**config.mk**
```make
export PLATFORM = sky130hd
export DESIGN_NAME = uart_tx_line_sched
export DESIGN_NICKNAME = d
export VERILOG_FILES = /design/src/rtl/uart_tx_line_sched.sv
export SDC_FILE = /design/constraint.sdc
export NUM_CORES = 1
export LEC_CHECK = 0
export ABC_AREA = 0
export CAP_MARGIN = 20
export CORE_AREA = 3 3 446 448
export DETAILED_ROUTE_END_ITERATION = 8
export DIE_AREA = 0 0 449 451
export PLACE_DENSITY_LB_ADDON = 0.1
export SKIP_LAST_GASP = 1
export SLEW_MARGIN = 20
export SYNTH_ARGS = -nofsm -noshare
export SYNTH_HDL_FRONTEND = slang
export SYNTH_SLANG_ARGS = --single-unit
```
**constraint.sdc**
```tcl
create_clock -name i_clk_40mhz -period 3.6 [get_ports i_clk_40mhz]
set_input_delay 0.54 -clock i_clk_40mhz [delete_from_list [all_inputs] [get_ports i_clk_40mhz]]
set_output_delay 0.54 -clock i_clk_40mhz [all_outputs]
set_load 0.05 [all_outputs]
```
**src/rtl/uart_tx_line_sched.sv**
```systemverilog
// -----------------------------------------------------------------------------
// uart_tx_line_sched
//
// Round-robin scheduler that hands one of three ASCII lines at a time to a UART
// byte feeder. The feeder is started with a one-cycle go pulse. The scheduler
// then counts the feeder's byte-valid strobes until a whole line has gone out.
// A one-cycle gap follows before the next line is started.
//
// Optional feature macro: UART_TX_SCHED_WATCHDOG_EN
//   When defined, a 16-bit idle-byte watchdog aborts a line that stalls and
//   reports it on o_err. When undefined, the port and the logic are absent.
//
// Ports
//   i_clk_40mhz       system clock; every register uses its rising edge
//   i_rstn_40mhz      asynchronous active-low reset
//   i_req[2:0]        one-cycle line requests, one bit per requester
//   i_line0..2        ASCII line per requester; the first char is the MSB byte
//   o_grant[2:0]      one-hot pulse in the cycle a requester is selected
//   o_done[2:0]       one-hot pulse on the cycle the last byte is seen
//   o_err             watchdog abort pulse (watchdog builds only)
//   o_tx_go           one-cycle start pulse to the feeder
//   o_dat_ascii_line  latched line, held until the next grant
//   i_tx_valid        feeder byte strobe, only counted while in COUNT
//   o_busy            high in every state except IDLE
// -----------------------------------------------------------------------------
module uart_tx_line_sched #(
    parameter int parm_ascii_line_length = 35,
    parameter int parm_timeout_cycles    = 65535
) (
    input  logic                                  i_clk_40mhz,
    input  logic                                  i_rstn_40mhz,
    input  logic [2:0]                            i_req,
    input  logic [parm_ascii_line_length*8-1:0]   i_line0,
    input  logic [parm_ascii_line_length*8-1:0]   i_line1,
    input  logic [parm_ascii_line_length*8-1:0]   i_line2,
    output logic [2:0]                            o_grant,
    output logic [2:0]                            o_done,
`ifdef UART_TX_SCHED_WATCHDOG_EN
    output logic                                  o_err,
`endif
    output logic                                  o_tx_go,
    output logic [parm_ascii_line_length*8-1:0]   o_dat_ascii_line,
    input  logic                                  i_tx_valid,
    output logic                                  o_busy
);

    localparam int LW = parm_ascii_line_length * 8;

    typedef enum logic [1:0] {
        ST_IDLE  = 2'd0,
        ST_GO    = 2'd1,
        ST_COUNT = 2'd2,
        ST_GAP   = 2'd3
    } state_t;

    state_t          r_state;
    logic [2:0]      r_pending;
    logic [1:0]      r_last_grant;
    logic [5:0]      r_byte_cnt;
    logic            r_tx_go;
    logic            r_busy;
    logic [LW-1:0]   r_line;

    logic [LW-1:0]   w_line_reset;
    logic [LW-1:0]   w_sel_line;
    logic [1:0]      w_cand0;
    logic [1:0]      w_cand1;
    logic [1:0]      w_cand2;
    logic [1:0]      w_sel_idx;
    logic [2:0]      w_sel_onehot;
    logic [2:0]      w_cur_onehot;
    logic            w_any_pend;
    logic            w_byte_last;
    logic            w_wd_abort;
    logic            w_finish;
    logic [2:0]      w_clr;

    // Reset line: spaces, terminated by CR LF in the last two characters
    // (character 0 sits in the MSB byte, so the last characters are the LSBs).
    generate
        for (genvar gi = 0; gi < parm_ascii_line_length; gi++) begin : g_rst_line
            if (gi == 0) begin : g_lf
                assign w_line_reset[gi*8 +: 8] = 8'h0A;
            end else if (gi == 1) begin : g_cr
                assign w_line_reset[gi*8 +: 8] = 8'h0D;
            end else begin : g_sp
                assign w_line_reset[gi*8 +: 8] = 8'h20;
            end
        end
    endgenerate

    // Round-robin search order: last_grant+1, last_grant+2, last_grant (mod 3).
    always_comb begin
        w_cand0 = 2'd0;
        w_cand1 = 2'd1;
        w_cand2 = 2'd2;
        case (r_last_grant)
            2'd0: begin w_cand0 = 2'd1; w_cand1 = 2'd2; w_cand2 = 2'd0; end
            2'd1: begin w_cand0 = 2'd2; w_cand1 = 2'd0; w_cand2 = 2'd1; end
            default: begin w_cand0 = 2'd0; w_cand1 = 2'd1; w_cand2 = 2'd2; end
        endcase
    end

    always_comb begin
        w_sel_idx = w_cand2;
        if (r_pending[w_cand0]) begin
            w_sel_idx = w_cand0;
        end else if (r_pending[w_cand1]) begin
            w_sel_idx = w_cand1;
        end
    end

    always_comb begin
        w_sel_line = i_line2;
        case (w_sel_idx)
            2'd0:    w_sel_line = i_line0;
            2'd1:    w_sel_line = i_line1;
            default: w_sel_line = i_line2;
        endcase
    end

    assign w_any_pend   = |r_pending;
    assign w_sel_onehot = 3'b001 << w_sel_idx;
    assign w_cur_onehot = 3'b001 << r_last_grant;

    // Last byte of the line: this strobe brings the count to L.
    assign w_byte_last = (r_state == ST_COUNT) && i_tx_valid &&
                         (({1'b0, r_byte_cnt} + 7'd1) == 7'(parm_ascii_line_length));

`ifdef UART_TX_SCHED_WATCHDOG_EN
    logic [15:0] r_wdog;

    // Counts consecutive COUNT cycles without a byte strobe.
    always_ff @(posedge i_clk_40mhz or negedge i_rstn_40mhz) begin
        if (!i_rstn_40mhz) begin
            r_wdog <= 16'd0;
        end else if (r_state == ST_COUNT) begin
            if (i_tx_valid) begin
                r_wdog <= 16'd0;
            end else begin
                r_wdog <= r_wdog + 16'd1;
            end
        end else begin
            r_wdog <= 16'd0;
        end
    end

    // Abort on the idle cycle that takes the watchdog to the limit.
    assign w_wd_abort = (r_state == ST_COUNT) && !i_tx_valid &&
                        (({1'b0, r_wdog} + 17'd1) == 17'(parm_timeout_cycles));
    assign o_err      = w_wd_abort;
`else
    assign w_wd_abort = 1'b0;

    // Timeout parameter has no effect without the watchdog.
    if (parm_timeout_cycles < 0) begin : g_timeout_unused
    end
`endif

    assign w_finish = w_byte_last | w_wd_abort;
    assign w_clr    = w_finish ? w_cur_onehot : 3'b000;

    // Event pulses are decoded in the cycle of the deciding condition, so the
    // grant leads o_tx_go by one cycle and o_done lines up with the last strobe.
    assign o_grant          = ((r_state == ST_IDLE) && w_any_pend) ? w_sel_onehot : 3'b000;
    assign o_done           = w_byte_last ? w_cur_onehot : 3'b000;
    assign o_tx_go          = r_tx_go;
    assign o_busy           = r_busy;
    assign o_dat_ascii_line = r_line;

    // Pending bits: a new request wins over a coincident clear.
    generate
        for (genvar gi = 0; gi < 3; gi++) begin : g_pend
            always_ff @(posedge i_clk_40mhz or negedge i_rstn_40mhz) begin
                if (!i_rstn_40mhz) begin
                    r_pending[gi] <= 1'b0;
                end else if (i_req[gi]) begin
                    r_pending[gi] <= 1'b1;
                end else if (w_clr[gi]) begin
                    r_pending[gi] <= 1'b0;
                end
            end
        end
    endgenerate

    always_ff @(posedge i_clk_40mhz or negedge i_rstn_40mhz) begin
        if (!i_rstn_40mhz) begin
            r_state      <= ST_IDLE;
            r_last_grant <= 2'd2;
            r_byte_cnt   <= 6'd0;
            r_tx_go      <= 1'b0;
            r_busy       <= 1'b0;
            r_line       <= w_line_reset;
        end else begin
            r_tx_go <= 1'b0;
            case (r_state)
                ST_IDLE: begin
                    if (w_any_pend) begin
                        r_state      <= ST_GO;
                        r_last_grant <= w_sel_idx;
                        r_line       <= w_sel_line;
                        r_tx_go      <= 1'b1;
                        r_busy       <= 1'b1;
                    end
                end
                ST_GO: begin
                    r_state    <= ST_COUNT;
                    r_byte_cnt <= 6'd0;
                end
                ST_COUNT: begin
                    if (w_finish) begin
                        r_state <= ST_GAP;
                    end else if (i_tx_valid) begin
                        r_byte_cnt <= r_byte_cnt + 6'd1;
                    end
                end
                ST_GAP: begin
                    r_state <= ST_IDLE;
                    r_busy  <= 1'b0;
                end
                default: begin
                    r_state <= ST_IDLE;
                    r_busy  <= 1'b0;
                end
            endcase
        end
    end

endmodule

```
==> summary.md <==
| Metric | Value |
|---|---|
| I/O Buffers | 1133 |
| Core Area | 195000 um^2 |
| Slack of the critical path | 0.2913 ns |
| Die Wd | 449 um |
| Clock Skew | 0.03337 ns |
| Clock sinks | 295 |
| Netlist Area Pre-Place | 14200 um^2 |
| Critical Path Stages | 6 |
| R2R Path Start | r_last_grant[1] |
| Slew at the pin with the worst max-slew slack | 0.9885 ns |
| Min Tclk post-route | 3.309 ns |
| Startpoint types | flip-flop |
| Post-synthesis net count | 2242 |
| R2r endpoint | o_dat_ascii_line[205] |
| Largest net degree at the start of global routing | 180 |
| Main area contributors after synthesis | dfrtp_1, a22oi_1, a222oi_1 |
| Setup TNS | 0 ns |
| CTS Root Cell | clkbuf_16 |
| RSZ-0062 raised after global routing | false |
| Crit Path Category | flip-flop to primary output |
| Register-to-register setup slack | 0.75 ns |
| Critical path startpoint | r_byte_cnt[0] |
| Drt via density | 3.340 |
| Synth top cells by count | dfrtp_1, a22oi_1, o21ai_0 |
| Initial core utilization | 7.281% |
| Mapped Cells | 1389 |
| Post-synth EDFFs | 0 |
| Global route overflow | 0 |
| Share of cells above drive strength 1 | 6.776% |
| Final hold vios | 0 |
| CP delay by family, top | simple AND/OR/NAND/NOR gates |
| Crit end category | primary output |
| Vias in the first global route | 18132 |
| Layout Nets | 3310 |
| Ys flop type | dfrtp_1 |
| Outcome | finished with violations |
| Critical-path cell list | ha_1 > or3_1 > a22oi_2 > nand3_1 > nor3_1 > buf_4 |
| Pleak | 10.82 nW |
| Req. time, crit path | 3.06 ns |
| H-tree levels | 2 |
| I/O Pins | 1134 |
| Drt wl/cell | 25.82 um |
| Syn Area/Cell | 10.22 um^2 |
| Via count | 17122 |
| Clock slew at reported path FFs | 0.05 ns |
| Final worst path period share | 91.91% |
| Failing checks | design-rule violations |
| Synth unique cells | 43 |
| Dpl ws | 0.6623 ns |
| Min-delay worst type | flip-flop to flip-flop |
| Yosys reg bits | 295 |
| Final ANT Viol Nets | 0 |
| Cell area after layout | 30250 um^2 |
| Initial DRC count | 1936 |
| Gp weighted congestion | 0.8439 |
| Most common cell in the netlist | dfrtp_1 |
| Post-detail-place hpwl | 106.1 mm |
| Worst skew pair latency | 0.63 ns |
| 1st-pass router iterations | 9 |
| Crit Path Max Fanout | 7 |
| Initial antenna violation count | 28 |
| Slew margin rel. | 34.10% |
| Worst setup endpoint | o_done[0] |
| CTS Buf Count | 47 |
| VDD IR max | 0.0005833 V |
| Synth top area share | 45.12% |
| First-pass GRT wire length | 173.2 mm |
| Area Growth Syn to Fin | 113.1% |
| Placed cell areas | 28640 um^2 |
| Hold_ws | 0.4644 ns |
| Detailed-route DRC error count | 21 |
| Clock Path Buffers | 3 |
| Worst r2r path cells | 7 |
| Fmax | 0.3022 GHz |
| Max-slew violations | 0 |
| Pwr Density | 975.2 nW/um^2 |
| Final setup viols | 0 |
| Die ar. | 202500 um^2 |
| Max-cap viol count | 0 |
| Floorplan die height | 451 um |
| CTS tree | yes |
| FFs w/ async S/R, synth | 100.0% |
| Number of buffers and inverters on the critical path | 1 |
| Global-route usage over all layers | 12.44% |
| CP max-delay cell | dfrtp_1 |
| Drt total wl | 132.4 mm |
| CP arrival | 2.77 ns |
| Sequential share of the synthesized area | 52.34% |
| Leading area contributor after synthesis | dfrtp_1 |
| Critical Path Max Stage Delay | 0.44 ns |
| Row Count | 162 |
| Yosys warns | 0 |
## cell type report
type | instances | area, um^2
Multi-Input combinational cell | 924 | 6027
Antenna cell | 8 | 20.02
Timing Repair Buffer | 1181 | 11890
Tap cell | 2624 | 3283
Sequential cell | 295 | 7431
Clock buffer | 78 | 1433
Fill cell | 21924 | 164700
Clock inverter | 8 | 140.1
Inverter | 8 | 30.03
## per-layer routing
metal | share of wire (%) | wire (um) | track usage [%] | up-vias
met3 | 7.0 | 9283 | 3.562 | 85
met2 | 52 | 68300 | 22.46 | 802
li1 | - | - | - | 7705
met5 | 0.0053 | 7 | 0 | -
met1 | 40 | 52900 | 14.66 | 8528
met4 | 1.4 | 1875 | 2.198 | 2
## worst min-delay path by stage
stage / startpoint / end / slack (ns) / cells past startpoint
floorplan: i_rstn_40mhz / o_busy / 0.24 / 0
global route: i_line0[22] / o_dat_ascii_line[22] / 0.47 / 3
CTS: i_line0[264] / o_dat_ascii_line[264] / 0.42 / 3
global placement: o_dat_ascii_line[165] / o_dat_ascii_line[165] / 0.46 / 2
detailed placement: o_dat_ascii_line[157] / o_dat_ascii_line[157] / 0.46 / 2
finish: o_dat_ascii_line[205] / o_dat_ascii_line[205] / 0.46 / 2
## where the power goes
group	internal (W)	total, W	switching (W)
clock	0.00291	0.00485	0.00193
sequential	0.00509	0.00655	0.00146
combinational	0.00581	0.0181	0.0123
## sequential cells by signal (all words and copies together), names as in the netlist
register and flops:
r_byte_cnt 6, o_busy 1, r_pending 3, o_dat_ascii_line 280
o_tx_go 1, r_state 2, r_last_grant 2
## cells by family after synthesis
family                   Yosys count  synth area share [%]
AO/OA/AOI/OAI                    711                 35.60
XOR/XNOR                           1               0.06170
AND/OR/NAND/NOR                  204                 5.843
buffers and inverters            170                 5.473
flip-flops                       295                 52.34
adder cells (fa/ha/maj)            7                0.6169
multiplexers                       1               0.07051
## worst reg2reg max path, delay by kind of cell, from the launching register on
family	cells	cell delay (ns)
compound gates	4	1.54
simple gates	1	0.09
buf+inv	2	0.47
flops	1	0.67
## stage by stage
stage          power [W]  cells  util (%)
5_1_grt          0.03132   5121     15.51
3_5_place_dp     0.02517   5030     14.69
4_1_cts          0.03036   5118     15.50
3_3_place_gp     0.02513   5029     14.68
2_1_floorplan    0.01657   1389         -
6_report         0.02950   5126     15.51
## cell usage in the layout (no fill, tap or decap), types with 3 or more instances in the layout
cell type	count
clkdlybuf4s50_1	1125
a222oi_1	162
bufinv_16	3
nand2_1	168
nor2_1	8
nand3_1	7
a21oi_1	6
clkbuf_16	47
inv_1	8
nor3_1	5
dfstp_2	39
o22a_1	3
clkbuf_8	14
clkbuf_1	17
ha_1	7
a22oi_1	236
buf_4	36
o21ai_1	111
diode_2	8
dfrtp_1	256
o21ai_0	172
and2_1	3
buf_12	15
or3_1	4
## what timing repair did
action,in CTS,in global routing
pin swaps,1,0
setup buffers,1,0
resized for setup,0,2
setup endpoints to repair,2,2
hold buffers,1,0
endpoints found under the hold margin,33,0
No activity file was read; power rests on OpenSTA's default activity.
